File: config.mk
export PLATFORM = sky130hd
export DESIGN_NAME = checkpoint_sequence_monitor
export DESIGN_NICKNAME = d
export VERILOG_FILES = /design/src/rtl/checkpoint_sequence_monitor.sv
export SDC_FILE = /design/constraint.sdc
export NUM_CORES = 1
export LEC_CHECK = 0
export ABC_AREA = 1
export CELL_PAD_IN_SITES_DETAIL_PLACEMENT = 0
export CELL_PAD_IN_SITES_GLOBAL_PLACEMENT = 1
export CORE_ASPECT_RATIO = 1.2
export CORE_MARGIN = 2
export CORE_UTILIZATION = 35
export CTS_BUF_LIST = sky130_fd_sc_hd__clkbuf_8 sky130_fd_sc_hd__clkbuf_16
export CTS_CLUSTER_SIZE = 28
export DETAILED_ROUTE_END_ITERATION = 10
export PLACE_DENSITY_LB_ADDON = 0.3
export SLEW_MARGIN = 10
export SYNTH_ARGS = -nofsm -noshare
export SYNTH_HDL_FRONTEND = slang
export SYNTH_SLANG_ARGS = --single-unit
File: constraint.sdc
create_clock -name wb_clk_i -period 6.8 [get_ports wb_clk_i]
set_clock_uncertainty 0.2 [all_clocks]
set_input_delay 0.68 -clock wb_clk_i [delete_from_list [all_inputs] [get_ports wb_clk_i]]
set_output_delay 0.68 -clock wb_clk_i [all_outputs]
set_load 0.02 [all_outputs]
File: src/rtl/checkpoint_sequence_monitor.sv
// Checkpoint-bus monitor: checks start/end marker order per (round, test), applies a global timeout
// and records per-test latency. Markers take effect SYNC_STAGES+1 cycles after the bus changes; no backpressure.
module checkpoint_sequence_monitor #(
  parameter int         NUM_TESTS      = 3,
  parameter int         NUM_ROUNDS     = 3,
  parameter logic [7:0] MARKER         = 8'hAB,
  parameter int         CNT_W          = 24,
  parameter int         TIMEOUT_CYCLES = 150000,
  parameter int         SYNC_STAGES    = 2,
  localparam int        NUM_ENT        = NUM_ROUNDS * NUM_TESTS,
  localparam int        SEL_W          = (NUM_ENT > 1) ? $clog2(NUM_ENT) : 1,
  localparam int        RND_W          = $clog2(NUM_ROUNDS) + 1
) (
  input  logic             wb_clk_i,
  input  logic             wb_rst_i,
  input  logic [15:0]      checkbits,
  input  logic [SEL_W-1:0] lat_sel,
  output logic [CNT_W-1:0] lat_out,
  output logic [3:0]       cur_test,
  output logic [RND_W-1:0] cur_round,
  output logic             running,
  output logic             done,
  output logic             fail,
  output logic [1:0]       err_code,
  output logic [CNT_W-1:0] total_cycles
);

  typedef enum logic [1:0] {S_WAIT_START, S_RUNNING, S_DONE, S_FAIL} state_t;

  localparam logic [CNT_W-1:0] CNT_MAX    = '1;
  localparam logic [CNT_W-1:0] TO_LAST    = CNT_W'(TIMEOUT_CYCLES - 1);
  localparam logic [3:0]       LAST_TEST  = 4'(NUM_TESTS - 1);
  localparam logic [RND_W-1:0] LAST_ROUND = RND_W'(NUM_ROUNDS - 1);
  localparam logic [SEL_W:0]   NUM_ENT_W  = (SEL_W + 1)'(NUM_ENT);

  state_t           r_state;
  logic [15:0]      r_sync [SYNC_STAGES];
  logic [15:0]      r_prev;
  logic [CNT_W-1:0] r_lat_cnt;
  logic [CNT_W-1:0] r_total;
  logic [CNT_W-1:0] r_lat_tbl [NUM_ENT];
  logic [3:0]       r_cur_test;
  logic [RND_W-1:0] r_cur_round;
  logic             r_running;
  logic             r_done;
  logic             r_fail;
  logic [1:0]       r_err_code;

  logic [15:0]      w_sync_q;
  logic [15:0]      w_expected;
  logic             w_active;
  logic             w_evt;
  logic             w_evt_ok;
  logic             w_evt_bad;
  logic             w_final;
  logic             w_total_inc;
  logic             w_timeout;
  logic [CNT_W-1:0] w_lat_next;
  logic [SEL_W-1:0] w_wr_idx;

  assign w_sync_q    = r_sync[SYNC_STAGES-1];
  assign w_active    = (r_state == S_WAIT_START) || (r_state == S_RUNNING);
  assign w_expected  = {MARKER, r_cur_test, 3'b000, (r_state == S_RUNNING)};
  assign w_evt       = (w_sync_q != r_prev) && (w_sync_q[15:8] == MARKER);
  assign w_evt_ok    = w_active && w_evt && (w_sync_q == w_expected);
  assign w_evt_bad   = w_active && w_evt && (w_sync_q != w_expected);
  assign w_final     = w_evt_ok && (r_state == S_RUNNING) && (r_cur_test == LAST_TEST) &&
                       (r_cur_round == LAST_ROUND);
  assign w_total_inc = w_active && (r_total != CNT_MAX);
  assign w_timeout   = w_total_inc && (r_total == TO_LAST);
  // Written value is the count the cycle would reach, so latency equals the start-to-end event distance.
  assign w_lat_next  = (r_lat_cnt == CNT_MAX) ? r_lat_cnt : r_lat_cnt + 1'b1;
  assign w_wr_idx    = SEL_W'(r_cur_round * NUM_TESTS + r_cur_test);

  always_comb begin
    lat_out = '0;
    if ({1'b0, lat_sel} < NUM_ENT_W) lat_out = r_lat_tbl[lat_sel];
  end

  assign cur_test     = r_cur_test;
  assign cur_round    = r_cur_round;
  assign running      = r_running;
  assign done         = r_done;
  assign fail         = r_fail;
  assign err_code     = r_err_code;
  assign total_cycles = r_total;

  always_ff @(posedge wb_clk_i) begin
    if (wb_rst_i) begin
      for (int i = 0; i < SYNC_STAGES; i++) r_sync[i] <= '0;
      r_prev <= '0;
    end else begin
      r_sync[0] <= checkbits;
      for (int i = 1; i < SYNC_STAGES; i++) r_sync[i] <= r_sync[i-1];
      r_prev <= w_sync_q;
    end
  end

  always_ff @(posedge wb_clk_i) begin
    if (wb_rst_i) begin
      r_state     <= S_WAIT_START;
      r_lat_cnt   <= '0;
      r_total     <= '0;
      r_cur_test  <= '0;
      r_cur_round <= '0;
      r_running   <= 1'b0;
      r_done      <= 1'b0;
      r_fail      <= 1'b0;
      r_err_code  <= 2'd0;
      for (int i = 0; i < NUM_ENT; i++) r_lat_tbl[i] <= '0;
    end else begin
      // The global counter freezes at TIMEOUT_CYCLES-1 on the cycle the timeout is judged.
      if (w_total_inc && !w_timeout) r_total <= r_total + 1'b1;
      case (r_state)
        S_WAIT_START, S_RUNNING: begin
          if (r_state == S_RUNNING) r_lat_cnt <= w_lat_next;
          if (w_evt_bad) begin
            r_state    <= S_FAIL;
            r_fail     <= 1'b1;
            r_err_code <= 2'd1;
            r_running  <= 1'b0;
          end else if (w_final) begin
            r_lat_tbl[w_wr_idx] <= w_lat_next;
            r_running   <= 1'b0;
            r_cur_test  <= '0;
            r_cur_round <= r_cur_round + 1'b1;
            r_done      <= 1'b1;
            r_state     <= S_DONE;
          end else if (w_timeout) begin
            r_state    <= S_FAIL;
            r_fail     <= 1'b1;
            r_err_code <= 2'd2;
            r_running  <= 1'b0;
          end else if (w_evt_ok) begin
            if (r_state == S_WAIT_START) begin
              r_state   <= S_RUNNING;
              r_running <= 1'b1;
              r_lat_cnt <= '0;
            end else begin
              r_lat_tbl[w_wr_idx] <= w_lat_next;
              r_running <= 1'b0;
              r_state   <= S_WAIT_START;
              if (r_cur_test == LAST_TEST) begin
                r_cur_test  <= '0;
                r_cur_round <= r_cur_round + 1'b1;
              end else begin
                r_cur_test <= r_cur_test + 1'b1;
              end
            end
          end
        end
        default: begin
          r_state <= r_state;
        end
      endcase
    end
  end

endmodule

==> reports/summary.txt <==
Status - finished clean
DRC viols - 0
# rows - 87
Final min period - 4.72 ns
Detail Placement HPWL - 30.4 mm
Power density cells - 245 mW/mm²
Vias - 12,500
DR WL/cell - 17.6 µm
Startpoint Class - input port
Ant diodes - 0
Setup tns final - 0 ns
Post-synth EDFFs - 239
Net Count, Synth - 1,883
Utilization after layout - 40.5%
Combinational share of power - 5.6%
Power share of the sequential group - 50.6%
RSZ-0062 raised after global routing - no
H-Tree Depth - 2
Post-Syn Instances - 1,850
All-Layer GR Usage - 18.1%
Max-slew violations - 0
Vias in the first global route - 12,200
Worst Setup End Kind - output pin
Die width - 202 µm
Top FF cell, synth - edfxtp_1
Worst skew pair latency - 0.55 ns
GRT overflow - 0
Switch Pwr - 0.00106 W
Cell Area, Synth - 0.0165 mm²
Critical Path RT - 5.92 ns
Clock power share - 43.9%
CTS resizes - 0
Async set-reset flop share out of synthesis - 0%
I/O Buffers - 81
FF+latch count, synth - 349
Reg2reg start - cur_test[1]
Clk sinks - 349
Bufs on Longest Clock Path - 3
Initial core utilization - 35.3%
Gpl congestion - 0.861
Yosys synthesis warning count - 0
Syn_area_per_cell - 8.92 µm²
Largest net degree at the start of global routing - 95
Starting DRT DRC Count - 1,059
Pleak - 6.65 nW
WP data arrival - 3.84 ns
Fmax - 212 MHz
Hold Slack - 0.190 ns
Detailed-route wire length - 44.8 mm
Area delta synth->final - 14.7%
CP max FO - 59
Die Y - 242 µm
Max Cap Violations - 0
Fin. Hold Viols - 0
Max VDD drop - 173 µV
Hold_sp - r_sync[0][0]
Slew margin rel. - 18.8%
Worst setup margin - 2.08 ns
CTS clk-pin slew, worst paths - 0.06 ns
Post-CTS Hold Fix Bufs - 0
Register area share after synthesis - 56.8%
Boundary Pins - 82
Net Sw Frac - 22.9%
Post-CTS Setup Inserts - 0
Hold Crit Class - flop to flop
Period utilisation layout - 69.4%
Setup CP Type - input port to output pin
Antenna viol nets, final - 0
Die area - 0.0489 mm²
DP Worst Slack - 2.00 ns
Root buffer selected by CTS - clkbuf_16
Core Box Area - 0.0468 mm²
Vias per cell - 4.91
# setup viols final - 0
Initial antenna violation count - 0
Internal power - 0.00358 W
Worst Setup SP - lat_sel[0]
TritonCTS clock tree - built
Total CTS buffers - 38
1st-pass router iterations - 5
Final nets - 1,925
Share of cells above drive strength 1 - 7.49%
Worst Tran Pin Value - 1.21 ns
First-pass GRT wire length - 69.7 mm
Yosys cell types - 40
Fillers - 4,730
-- path summary, 6_finish.rpt --
| check | end | slack (ns) | depth (start not counted) |
|---|---|---|---|
| worst min-delay path | r_sync[0][16] | 0.19 | 2 |
| worst max register to register | r_lat_tbl[3][21] | 2.08 | 7 |
| worst min register to register | r_sync[0][16] | 0.19 | 2 |
| worst max-delay path | lat_out[7] | 2.08 | 5 |
-- synthesized netlist by cell type, drive strengths merged (6+ instances only) --
| cell type | count | share of area, % |
|---|---|---|
| clkbuf | 61 | 1.4 |
| edfxtp | 239 | 43 |
| o21ai | 145 | 4.4 |
| mux2i | 23 | 1.4 |
| xor2 | 19 | 1.1 |
| nand4 | 25 | 1.7 |
| nor3 | 18 | 0.55 |
| clkinv | 20 | 0.45 |
| nand2 | 333 | 7.7 |
| buf | 32 | 1.6 |
| o22ai | 40 | 1.5 |
| inv | 149 | 3.4 |
| a21oi | 50 | 1.5 |
| nor4 | 6 | 0.23 |
| nand3 | 50 | 1.5 |
| ha | 8 | 0.61 |
| o221ai | 24 | 1.3 |
| nor2 | 470 | 11 |
| o211ai | 11 | 0.50 |
| dfxtp | 110 | 13 |
-- cell type report --
class | instances | area [µm²] | area share, %
multi-input cells | 1239 | 6010 | 31.7
clock inverters | 27 | 206 | 1.09
well taps | 623 | 779 | 4.11
clock buffers | 43 | 1030 | 5.44
repair buffers | 95 | 906 | 4.78
flip-flops and latches | 349 | 9380 | 49.5
inverters | 169 | 634 | 3.35
-- per-layer routing --
metal	track usage, %	share of wire, %	vias up
met5	0	0	-
met2	31.9	50	301
met1	22.7	42	5900
met4	5.54	2.7	0
met3	2.97	5.3	62
li1	-	-	6222
-- logic make-up after synthesis --
family          Yosys count  share of synthesized area (%)
simple gates            912                           23.4
flops                   349                           56.8
compound gates          271                           9.25
buf+inv                 262                           6.86
mux                      23                           1.39
xor+xnor                 22                           1.33
fa+ha+maj                11                          0.970
-- metrics by stage --
step	power (W)	instances	cell area, µm²
global placement	0.00265	2475	17700
floorplan	0.00254	1850	16500
CTS	0.00470	2545	18900
global route	0.00481	2545	18900
detailed placement	0.00266	2475	17700
finish	0.00465	2545	18900
-- registers in the layout (all words and copies together) (netlist names) --
name	count
cur_round	3
cur_test	4
done	1
err_code	2
fail	1
r_lat_cnt	24
r_lat_tbl	239
r_prev	16
r_state	2
r_sync	32
running	1
total_cycles	24
-- cells in the final DEF (no fill, tap or decap), drive strengths merged, types with 43 or more instances in the layout --
master	n
nand2	333
o21ai	145
clkbuf	43
clkdlybuf4s50	78
dfxtp	110
nand3	50
a21oi	50
nor2	470
edfxtp	239
inv	161
-- power by group through the flow --
stage	Clock [W]	Combinational (W)	Sequential [W]
after floorplan	0	0.000157	0.00239
after global placement	0	0.000260	0.00239
after detailed placement	0	0.000261	0.00239
after CTS	0.00209	0.000262	0.00235
after global routing	0.00217	0.000284	0.00235
final	0.00204	0.000258	0.00235
-- critical path, stage by stage --
cell             delay (ns)
buf_4                  0.30
inv_2                  0.53
nand3_1                1.01
o22ai_1                0.60
clkdlybuf4s50_1        0.68
No activity file was read; power rests on OpenSTA's default activity.
